## src/rtl/addsub_pipe_pkg.sv

```systemverilog
// Shared definitions for the carry-pipelined add/sub unit.
//   mode_e  : operation encodings driven on the 'mode' port
//   chunk_w : width of the slice each pipeline stage adds
package addsub_pipe_pkg;

    typedef enum logic [1:0] {
        MODE_ADD  = 2'b00,
        MODE_SUB  = 2'b01,
        MODE_SADD = 2'b10,
        MODE_SSUB = 2'b11
    } mode_e;

    // W must be a multiple of STAGES; each stage handles W/STAGES bits.
    function automatic int chunk_w(input int w, input int stages);
        return w / stages;
    endfunction

endpackage

```

## src/rtl/addsub_chunk.sv

```systemverilog
// One CW-bit slice of the pipelined adder (purely combinational).
//   a, b      : operand slices (b already inverted for subtract)
//   cin       : carry into bit 0 of the slice
//   sum       : slice result
//   cout      : carry out of the slice MSB
//   c_msb_in  : carry into the slice MSB (for signed overflow on the top slice)
module addsub_chunk
    import addsub_pipe_pkg::*;
#(
    parameter int CW = 8
) (
    input  logic [CW-1:0] a,
    input  logic [CW-1:0] b,
    input  logic          cin,
    output logic [CW-1:0] sum,
    output logic          cout,
    output logic          c_msb_in
);

    logic [CW:0] full;

    assign full     = {1'b0, a} + {1'b0, b} + {{CW{1'b0}}, cin};
    assign sum      = full[CW-1:0];
    assign cout     = full[CW];
    // sum MSB = a ^ b ^ carry_in, so the incoming carry falls out by XOR.
    assign c_msb_in = sum[CW-1] ^ a[CW-1] ^ b[CW-1];

endmodule

```

## src/rtl/addsub_pipe.sv

```systemverilog
// Carry-pipelined integer add/subtract with signed saturation and flags.
// Stage k adds bits [k*CW +: CW]; the carry, the not-yet-added operand
// bits and the mode ride along, lower result slices accumulate. The last
// stage applies saturation and registers s plus flags.
//   clk, clrn           : clock, async active-low reset
//   in_valid / in_ready : operand handshake (in_ready = global advance)
//   x, y, mode          : operands, 00 ADD 01 SUB 10 SADD 11 SSUB
//   out_valid/out_ready : result handshake
//   s, carry, ovf, sat, zero, neg : result and status
module addsub_pipe
    import addsub_pipe_pkg::*;
#(
    parameter int W      = 32,
    parameter int STAGES = 4
) (
    input  logic         clk,
    input  logic         clrn,
    input  logic         in_valid,
    output logic         in_ready,
    input  logic [W-1:0] x,
    input  logic [W-1:0] y,
    input  logic [1:0]   mode,
    output logic         out_valid,
    input  logic         out_ready,
    output logic [W-1:0] s,
    output logic         carry,
    output logic         ovf,
    output logic         sat,
    output logic         zero,
    output logic         neg
);

    localparam int CW = chunk_w(W, STAGES);

    logic              adv;
    logic [STAGES:1]   vld_pipe;   // vld_pipe[k+1] = stage k register holds a beat

    logic [W-1:0]      s_d;
    logic              carry_d, ovf_d, sat_d, fin_ld;
    logic [W-1:0]      s_q;
    logic              carry_q, ovf_q, sat_q, zero_q, neg_q;

    // The whole pipe moves in lockstep; it only freezes when the output is
    // occupied and not being taken.
    assign adv       = !vld_pipe[STAGES] | out_ready;
    assign in_ready  = adv;
    assign out_valid = vld_pipe[STAGES];

    always_ff @(posedge clk or negedge clrn) begin
        if (!clrn) begin
            vld_pipe <= '0;
        end else if (adv) begin
            vld_pipe[1] <= in_valid;
            for (int i = 2; i <= STAGES; i++) vld_pipe[i] <= vld_pipe[i-1];
        end
    end

    for (genvar k = 0; k < STAGES; k++) begin : g_st
        localparam int RIN = W - k*CW;   // operand bits still to be added

        logic [RIN-1:0]        a_all, b_all;
        logic                  cin_c, ld;
        logic [1:0]            md_c;
        logic [CW-1:0]         sum_c;
        logic                  cout_c, cmsb_c;
        logic [(k+1)*CW-1:0]   res_d;

        if (k == 0) begin : g_src
            assign a_all = x;
            assign b_all = y ^ {W{mode[0]}};
            assign cin_c = mode[0];
            assign md_c  = mode;
            assign ld    = adv & in_valid;
            assign res_d = sum_c;
        end else begin : g_src
            assign a_all = g_st[k-1].g_nxt.xr_q;
            assign b_all = g_st[k-1].g_nxt.yr_q;
            assign cin_c = g_st[k-1].g_nxt.c_q;
            assign md_c  = g_st[k-1].g_nxt.md_q;
            assign ld    = adv & vld_pipe[k];
            assign res_d = {sum_c, g_st[k-1].g_nxt.res_q};
        end

        addsub_chunk #(.CW(CW)) u_chunk (
            .a        (a_all[CW-1:0]),
            .b        (b_all[CW-1:0]),
            .cin      (cin_c),
            .sum      (sum_c),
            .cout     (cout_c),
            .c_msb_in (cmsb_c)
        );

        if (k < STAGES-1) begin : g_nxt
            logic [RIN-CW-1:0]     xr_q, yr_q;
            logic [(k+1)*CW-1:0]   res_q;
            logic                  c_q;
            logic [1:0]            md_q;

            // Registers only load for a real beat; bubbles leave them as-is.
            always_ff @(posedge clk or negedge clrn) begin
                if (!clrn) begin
                    xr_q  <= '0;
                    yr_q  <= '0;
                    res_q <= '0;
                    c_q   <= 1'b0;
                    md_q  <= 2'b00;
                end else if (ld) begin
                    xr_q  <= a_all[RIN-1:CW];
                    yr_q  <= b_all[RIN-1:CW];
                    res_q <= res_d;
                    c_q   <= cout_c;
                    md_q  <= md_c;
                end
            end
        end else begin : g_fin
            logic ovf_raw, sat_c;

            assign ovf_raw = cout_c ^ cmsb_c;
            assign sat_c   = md_c[1] & ovf_raw;

            // Clamp toward the sign of x: on overflow x and the effective y
            // share that sign, so it tells which rail was crossed.
            always_comb begin
                s_d = res_d;
                if (sat_c)
                    s_d = a_all[CW-1] ? {1'b1, {(W-1){1'b0}}} : {1'b0, {(W-1){1'b1}}};
            end

            assign carry_d = cout_c;
            assign ovf_d   = ovf_raw;
            assign sat_d   = sat_c;
            assign fin_ld  = ld;
        end
    end

    always_ff @(posedge clk or negedge clrn) begin
        if (!clrn) begin
            s_q     <= '0;
            carry_q <= 1'b0;
            ovf_q   <= 1'b0;
            sat_q   <= 1'b0;
            zero_q  <= 1'b0;
            neg_q   <= 1'b0;
        end else if (fin_ld) begin
            s_q     <= s_d;
            carry_q <= carry_d;
            ovf_q   <= ovf_d;
            sat_q   <= sat_d;
            zero_q  <= (s_d == '0);
            neg_q   <= s_d[W-1];
        end
    end

    assign s     = s_q;
    assign carry = carry_q;
    assign ovf   = ovf_q;
    assign sat   = sat_q;
    assign zero  = zero_q;
    assign neg   = neg_q;

endmodule

```

## config.mk

```make
export PLATFORM = sky130hd
export DESIGN_NAME = addsub_pipe
export DESIGN_NICKNAME = d
export VERILOG_FILES = /design/src/rtl/addsub_pipe_pkg.sv /design/src/rtl/addsub_chunk.sv /design/src/rtl/addsub_pipe.sv
export SDC_FILE = /design/constraint.sdc
export NUM_CORES = 1
export LEC_CHECK = 0
export ABC_AREA = 1
export CORE_ASPECT_RATIO = 1.2
export CORE_UTILIZATION = 45
export DETAILED_ROUTE_END_ITERATION = 10
export HOLD_SLACK_MARGIN = 0.08
export PLACE_DENSITY_LB_ADDON = 0.12
export SETUP_SLACK_MARGIN = 0.3
export SLEW_MARGIN = 20
export SYNTH_ARGS = -nofsm -noshare
export SYNTH_HDL_FRONTEND = slang
export SYNTH_SLANG_ARGS = --single-unit
export TNS_END_PERCENT = 1
```

## constraint.sdc

```tcl
create_clock -name clk -period 2.5 [get_ports clk]
set_clock_uncertainty 0.15 [all_clocks]
set_input_delay 0.5 -clock clk [delete_from_list [all_inputs] [get_ports clk]]
set_output_delay 0.5 -clock clk [all_outputs]
set_load 0.05 [all_outputs]
```

==> summary.md, run 1 <==
| Metric | Value |
|---|---|
| Iteration-0 DRC Markers | `between 300 and 400` |
| Worst EP required | `approximately 2700 ps` |
| RSZ-0062 raised after global routing | `yes` |
| Maximum clock rate | `388.1 MHz` |
| Ratio of cells with drive above 1 in the final layout | `between 15 and 20%` |
| Final setup margin | `-76.67 ps` |
| PD cells | `1324 mW/mm²` |
| Vias post-DR | `6688` |
| Switching Fraction | `approximately two fifths` |
| Core area | `about 0.019 mm²` |
| Synth Register Bits | `190` |
| CTS root buf | `clkbuf_16` |
| CP Data Arrival Time | `roughly 2800 ps` |
| Clock Tree Buf Depth | `2` |
| Initial Utilization | `46.24%` |
| Die width | `129.5 µm` |
| CP startpoint kind | `flop` |
| Number of synthesized flops with an enable pin | `0` |
| Skew-Pair Late Insertion Delay | `430 ps` |
| Top Ports | `around 110` |
| Power Internal | `between 8 and 9 mW` |
| Worst R2R Path Depth | `16` |
| Antenna-violating nets left | `0` |
| Slew Viols, Final | `0` |
| First-pass GRT wire length | `about 31 mm` |
| Failing checks | `setup timing` |
| Worst slew pin tran | `506.0 ps` |
| Num CTS Buffers | `17` |
| Clock power frac | `a little under a fifth` |
| Chip height | `155.0 µm` |
| Avg Cell Area, Syn | `~8.8 µm²` |
| Synth Instances | `~1000` |
| Vias in the first global route | `around 6400` |
| FF-to-FF Start | `g_st[2].g_nxt.c_q` |
| Post-Syn Area | `between 0.008 and 0.009 mm²` |
| Antenna diodes | `0` |
| Drt pass-1 iters | `4` |
| Final Cycle Share | `103.1%` |
| Floorplan row count | `55` |
| Nets | `1248` |
| Crit path max fanout | `5` |
| Setup CP Type | `flop to flop` |
| Post-route minimum period | `2577 ps` |
| Final setup vio count | `16` |
| Grt ovf | `0` |
| Placed Instance Area | `~0.011 mm²` |
| WHS | `325.3 ps` |
| Relative slew slack | `between 60% and 70%` |
| HPWL after DPL | `between 10 and 15 mm` |
| Reg clk slew, reported paths | `70 ps` |
| Dpl ws | `-221.1 ps` |
| Fillers | `~1700` |
| Setup TNS | `-156.8 ps` |
| Max cap viols | `0` |
| Seq/Total Area, Yosys | `between 50% and 60%` |
| Top FF cell, synth | `dfrtp_1` |
| Vias per inst | `~4.7` |
| Critical Path Sink | `zero` |
| Initial antenna violation count | `0` |
| H-tree lvl count | `4` |
| Largest net degree at the start of global routing | `73` |
| Netlist cell types | `38` |
| DIE AREA | `between 0.02 and 0.025 mm²` |
| Net Count, Synth | `1102` |
| DRC | `0` |
| GRT Resource Usage Total | `19.94%` |
| Routed wire length | `roughly 19 mm` |
| Warnings from Yosys | `0` |
| R2r setup slk | `-80 ps` |
| Worst setup startpoint | `g_st[2].g_nxt.c_q` |
| IO Port Bufs | `approximately 110` |
| Final Hold Viols | `0` |
| Combinational fraction of design power | `around 48%` |
| WL/cell | `about 13 µm` |
| Final instance area | `approximately 0.011 mm²` |
| CTS tree | `yes` |
| Post-synth ARST share | `100.0%` |
| Worst IR Drop VDD | `just under 0.6 mV` |
| Syn-to-layout area delta | `30.47%` |
| HP Class | `flop to flop` |
| Leakage | `5.547 nW` |
| Gpl congestion | `0.8346` |
| Power Total | `about 15 mW` |
| Status | `complete, but fails checks` |
| Worst r2r dst | `zero` |
| Share of power burned in registers | `between 30 and 40%` |
| CTS Sinks | `190` |
| Crit end category | `flop` |
| Switching power | `around 6.4 mW` |
[cell type report]
cell class                      count  area, µm²  share of cell area, %
Clock buffer                       24      501.7                  4.379
Clock inverter                      7      101.3                 0.8845
Inverter                           72      270.3                  2.359
Multi-Input combinational cell    690       3829                  33.41
Sequential cell                   190       4756                  41.50
Tap cell                          256      320.3                  2.795
Timing Repair Buffer              172       1680                  14.66
[cell usage after synthesis (2+ instances only)]
master	number	area share, %
o21ai_0	106	6.0
inv_1	69	2.9
a22oi_1	2	0.17
clkinv_1	2	0.086
a31oi_1	9	0.64
nor2_1	82	3.5
xor2_1	17	1.7
a21oi_1	35	2.0
nor2_2	2	0.14
fa_1	7	1.6
nor3_1	3	0.17
nand2_2	8	0.57
o31ai_1	5	0.43
dfrtp_1	190	54
nand3_1	15	0.85
o41ai_1	4	0.40
nand3_2	3	0.34
buf_4	2	0.17
nand2_1	321	14
buf_2	5	0.28
a21o_1	3	0.26
clkbuf_1	35	1.5
xnor2_1	29	2.9
ha_1	28	4.0
buf_1	2	0.086
[placed cells by master, fill, tap and decap left out, types with 9 or more instances in the layout]
cell / instances
ha_1: 23
clkdlybuf4s50_1: 63
inv_1: 58
buf_4: 52
a21oi_1: 17
a31oi_1: 9
dlygate4sd2_1: 38
o21ai_0: 98
xnor2_1: 29
xor2_1: 16
inv_2: 12
clkbuf_16: 19
nand2_2: 16
a21oi_2: 19
buf_12: 10
nor2_1: 75
nand2_1: 309
nand3_1: 12
dfrtp_1: 189
[sequential cells by signal (all words and copies together), names as in the netlist]
signal / cells
zero: 1
carry: 1
g_st.g_nxt.yr_q: 48
g_st.g_nxt.res_q: 48
g_st.g_nxt.c_q: 3
sat: 1
s: 32
vld_pipe: 4
g_st.g_nxt.xr_q: 48
ovf: 1
g_st.g_nxt.md_q: 3
[how the worst min path moves through the flow]
stage	start	endpoint	slack (ps)	cells after the start
2_1_floorplan	clrn	carry	50	0
3_3_place_gp	g_st[0].g_nxt.yr_q[12]	g_st[1].g_nxt.yr_q[4]	310	2
3_5_place_dp	g_st[0].g_nxt.yr_q[12]	g_st[1].g_nxt.yr_q[4]	310	2
4_1_cts	g_st[0].g_nxt.yr_q[9]	g_st[1].g_nxt.yr_q[1]	330	2
5_1_grt	g_st[0].g_nxt.xr_q[13]	g_st[1].g_nxt.xr_q[5]	350	2
6_report	g_st[0].g_nxt.yr_q[12]	g_st[1].g_nxt.yr_q[4]	330	2
[worst max-delay path, cell delays in order, from the launching register on]
cell       delay [ps]
dfrtp_1           410
fa_2              410
inv_2              60
fa_2              230
o21ai_4            70
a21oi_4           200
inv_2              70
nand3_2           100
nand3_4           130
clkbuf_16         200
nand2_1            80
nand2_1            50
nor2_1             80
nand2_1            70
nor2_1             90
nand3_1            80
nand2_1            50
[cells by family (layout without fill, tap and decap cells)]
family	Yosys count	count (layout)	share of synthesized area (%)
simple gates	437	438	19.65
fa+ha+maj	35	35	5.585
buf+inv	118	275	5.414
flops	190	190	54.14
compound gates	171	171	10.63
xor+xnor	46	46	4.587
[metrics by stage]
step	cells	utilization (%)
6_report	1411	60.33
5_1_grt	1411	60.33
4_1_cts	1407	58.95
3_5_place_dp	1374	55.59
3_3_place_gp	1374	55.59
2_1_floorplan	997	-
[per-layer routing]
layer  vias up  wire [µm]  GRT usage [%]
met5         -          0              0
li1       3470          -              -
met4         0        327          6.146
met2       119       8348          30.06
met3        19        653          4.195
met1      3080       9173          28.83
[power groups by stage]
stage	registers (mW)	clock network, mW	logic (mW)
after floorplan	5.91	0	3.68
after global placement	5.07	0	6.84
after detailed placement	5.11	0	6.95
after CTS	5.05	2.81	6.95
after global routing	5.24	2.94	8.18
final	5.09	2.75	7.33
[repair_timing]
action	4_1_cts	5_1_grt
setup endpoints to repair	80	45
endpoints found under the hold margin	39	0
hold buffers	1	0
cloned	1	2
pin swaps	30	57
buffers inserted	0	2
resized for setup	68	50
No activity file was read; power rests on OpenSTA's default activity.
==> inputs of run 2 (changes only) <==
--- a/config.mk
+++ b/config.mk
@@ -12,7 +12,6 @@
 export HOLD_SLACK_MARGIN = 0.08
 export PLACE_DENSITY_LB_ADDON = 0.12
 export SETUP_SLACK_MARGIN = 0.3
-export SLEW_MARGIN = 20
 export SYNTH_ARGS = -nofsm -noshare
 export SYNTH_HDL_FRONTEND = slang
 export SYNTH_SLANG_ARGS = --single-unit
==> results of run 2 <==
Final layout, timing and power as in run 1 (identical DEF).
==> inputs of run 3 (changes only) <==
--- a/config.mk
+++ b/config.mk
@@ -5,7 +5,6 @@
 export SDC_FILE = /design/constraint.sdc
 export NUM_CORES = 1
 export LEC_CHECK = 0
-export ABC_AREA = 1
 export CORE_ASPECT_RATIO = 1.2
 export CORE_UTILIZATION = 45
 export DETAILED_ROUTE_END_ITERATION = 10
==> summary.md, run 3 <==
| Metric | Value |
|---|---|
| Final setup margin | `-538.5 ps (-461.9 ps)` |
| DIE AREA | `0.02034 mm² (+1.3%)` |
| Gpl congestion | `0.8123 (-2.7%)` |
| CP max-delay cell | `dfrtp_1` |
| Vias post-DR | `6021 (-10%)` |
| H-tree lvl count | `4 (unchanged)` |
| Failing checks | `DRC, setup timing` |
| Post-synth ARST share | `100.0% (unchanged)` |
| Routed wire length | `17.85 mm (-3.5%)` |
| Worst slew pin tran | `499.7 ps (-6.282 ps)` |
| Reg clk slew, reported paths | `70 ps (about the same)` |
| CP startpoint kind | `flop` |
| Initial antenna violation count | `0 (unchanged)` |
| CTS root buf | `clkbuf_16` |
| Ratio of cells with drive above 1 in the final layout | `27.05% (+11 points)` |
| Grt ovf | `0 (unchanged)` |
| Core area | `0.01948 mm² (+2.6%)` |
| Leakage | `5.203 nW (-6.2%)` |
| WL/cell | `14.88 µm (+13%)` |
| IO Port Bufs | `108 (unchanged)` |
| Power Total | `16.99 mW (+12%)` |
| Crit path max fanout | `30 (+25)` |
| Post-Syn Area | `0.008899 mm² (+1.3%)` |
| Skew-Pair Late Insertion Delay | `430 ps (about the same)` |
| Worst path cell trace | `fa_2 > inv_2 > fa_2 > nor2b_1 > o31a_1 > nor4_1 > buf_4 > a211o_1 > buf_4 > a2111oi_4 > buf_12 > a21oi_1 > o21ai_1` |
| Avg Cell Area, Syn | `11.51 µm² (+31%)` |
| Relative slew slack | `66.82% (+0.99 points)` |
| Dpl ws | `-532.0 ps (-310.9 ps)` |
| Iteration-0 DRC Markers | `349 (-12%)` |
| Chip height | `156.0 µm (+0.65%)` |
| GRT Resource Usage Total | `18.90% (-1.0 points)` |
| HPWL after DPL | `13.38 mm (+2.5%)` |
| Antenna-violating nets left | `0 (unchanged)` |
| Nets | `1032 (-17%)` |
| Vias per inst | `5.018 (+5.9%)` |
| Most frequent cells in the layout | `dfrtp_1 (190), mux2_2 (102), nand2_1 (93)` |
| Warnings from Yosys | `0 (unchanged)` |
| Post-CTS Setup Bufs | `0 (unchanged)` |
| Netlist cell types | `54 (+42%)` |
| Syn-to-layout area delta | `29.44%` |
| RSZ-0062 raised after global routing | `yes` |
| M1 WL | `8.787 mm (-4.2%)` |
| Slew Viols, Final | `0 (unchanged)` |
| Finished Layout Cells | `1200 (-15%)` |
| Vias in the first global route | `6149 (-3.5%)` |
| CTS Sinks | `190 (unchanged)` |
| WHS | `327.6 ps (+2.291 ps)` |
| Drt pass-1 iters | `9 (+5)` |
| Critical Path Max Stage Delay | `380 ps (-30 ps)` |
| Synth Instances | `773 (-22%)` |
| Largest net degree at the start of global routing | `57 (-22%)` |
| Synth area leaders | `dfrtp_1 (53%), mux2_2 (13%), nand2_1 (4.1%)` |
| Placed Instance Area | `0.01075 mm² (+1.8%)` |
| Top layer in use | `met4` |
| Post-synth top area share | `53.43% (-0.71 points)` |
| Yosys top cell by area | `dfrtp_1` |
| Crit end category | `flop` |
| Final setup vio count | `35 (+19)` |
| Die width | `130.4 µm (+0.65%)` |
| Net Count, Synth | `878 (-20%)` |
| Top flop regs | `g_st.g_nxt.res_q (48), g_st.g_nxt.xr_q (48), g_st.g_nxt.yr_q (48)` |
| Antenna diodes | `0 (unchanged)` |
| Final instance area | `0.01152 mm² (+0.52%)` |
| DRC | `1 (+1)` |
| Initial Utilization | `45.68% (-0.56 points)` |
| HP Class | `flop to flop` |
| Number of synthesized flops with an enable pin | `0 (unchanged)` |
| Final Hold Viols | `0 (unchanged)` |
| Synth top cells by count | `dfrtp_1 (190), mux2_2 (103), nand2_1 (97)` |
| Most common cell after layout, fill and taps aside | `dfrtp_1` |
| CP Data Arrival Time | `3230 ps (+440 ps)` |
| Maximum clock rate | `329.1 MHz (-15%)` |
| Num CTS Buffers | `17 (unchanged)` |
| PD cells | `1475 mW/mm² (+11%)` |
| Setup CP Type | `flop to flop` |
| Detail Route met3 WL | `546 µm (-16%)` |
| CTS tree | `yes` |
| Met2 routed WL | `8.313 mm (-0.42%)` |
| Status | `complete, but fails checks` |
| Top-count cell post-synth | `dfrtp_1` |
| First-pass GRT wire length | `30.20 mm (-3.2%)` |
| Final Cycle Share | `121.5% (+18 points)` |
| Max cap viols | `0 (unchanged)` |
| Top FF cell, synth | `dfrtp_1` |
| Clock Tree Buf Depth | `2 (unchanged)` |
| Worst EP required | `2690 ps (-30 ps)` |
| Seq/Total Area, Yosys | `53.43% (-0.71 points)` |
| Synth Register Bits | `190 (unchanged)` |
| Floorplan row count | `56 (+1.8%)` |
| Worst IR Drop VDD | `0.6806 mV (+14%)` |
| Top Ports | `109 (unchanged)` |
| Dpl cells | `1168 (-15%)` |
| Post-route minimum period | `3039 ps (+461.9 ps)` |
==> run 3: power breakdown <==
part	leakage (nW)	internal, mW	total, mW	switching (mW)
Clock	0.321	1.88	3.03	1.15
Sequential	2.31	4.43	5.32	0.883
Combinational	2.57	4.03	8.64	4.61
==> run 3: stage by stage <==
stage / setup TNS, ps / utilization, %
after detailed placement: -18740 / 55.21
after floorplan: -14820 / -
after global routing: -22610 / 59.13
final: -16880 / 59.13
after CTS: -17620 / 58.88
after global placement: -17950 / 55.21
==> run 3: worst max-delay path, delay by kind of cell (launching register included) <==
| kind | cells | cell delay, ps |
|---|---|---|
| compound gates | 5 | 1050 |
| fa+ha+maj | 2 | 580 |
| buf+inv | 4 | 540 |
| flops | 1 | 380 |
| simple gates | 2 | 240 |
==> run 3: per-layer routing <==
metal	up-vias	GRT usage (%)
met2	123	29.53
met1	2897	27.03
met5	-	0
met3	15	3.326
met4	0	5.145
li1	2986	-
==> run 3: path summary, 6_finish.rpt <==
path / end / from / cells past startpoint / slack (ps)
worst max-delay path: s[22] / g_st[2].g_nxt.yr_q[0] / 13 / -540
worst min-delay path: s[9] / s[9] / 2 / 330
worst max register to register: s[22] / g_st[2].g_nxt.yr_q[0] / 13 / -540
worst min register to register: s[9] / s[9] / 2 / 330
max in group asynchronous: s[25] / clrn / 3 / 1110
min in group asynchronous: s[12] / clrn / 2 / 400
==> run 3: cell families after synthesis <==
| group | count (synthesis) | share of synthesized area, % |
|---|---|---|
| fa+ha+maj | 35 | 5.512 |
| flops | 190 | 53.43 |
| mux | 105 | 13.32 |
| buf+inv | 66 | 3.417 |
| xor+xnor | 52 | 5.202 |
| simple gates | 149 | 7.269 |
| compound gates | 176 | 11.85 |
==> run 3: cell type report <==
class / instances / area (µm²)
Fill cell: 1631 / 7960
Sequential cell: 190 / 4755
Multi-Input combinational cell: 517 / 3989
Timing Repair Buffer: 176 / 1684
Clock buffer: 18 / 429.2
Tap cell: 261 / 326.6
Clock inverter: 13 / 236.5
Inverter: 25 / 98.84
==> run 3: repair_timing <==
action | 4_1_cts | 5_1_grt
resized for setup | 75 | 18
pin swaps | 29 | 42
setup endpoints to repair | 86 | 47
hold endpoints to repair | 37 | 0
hold buffers | 1 | 0
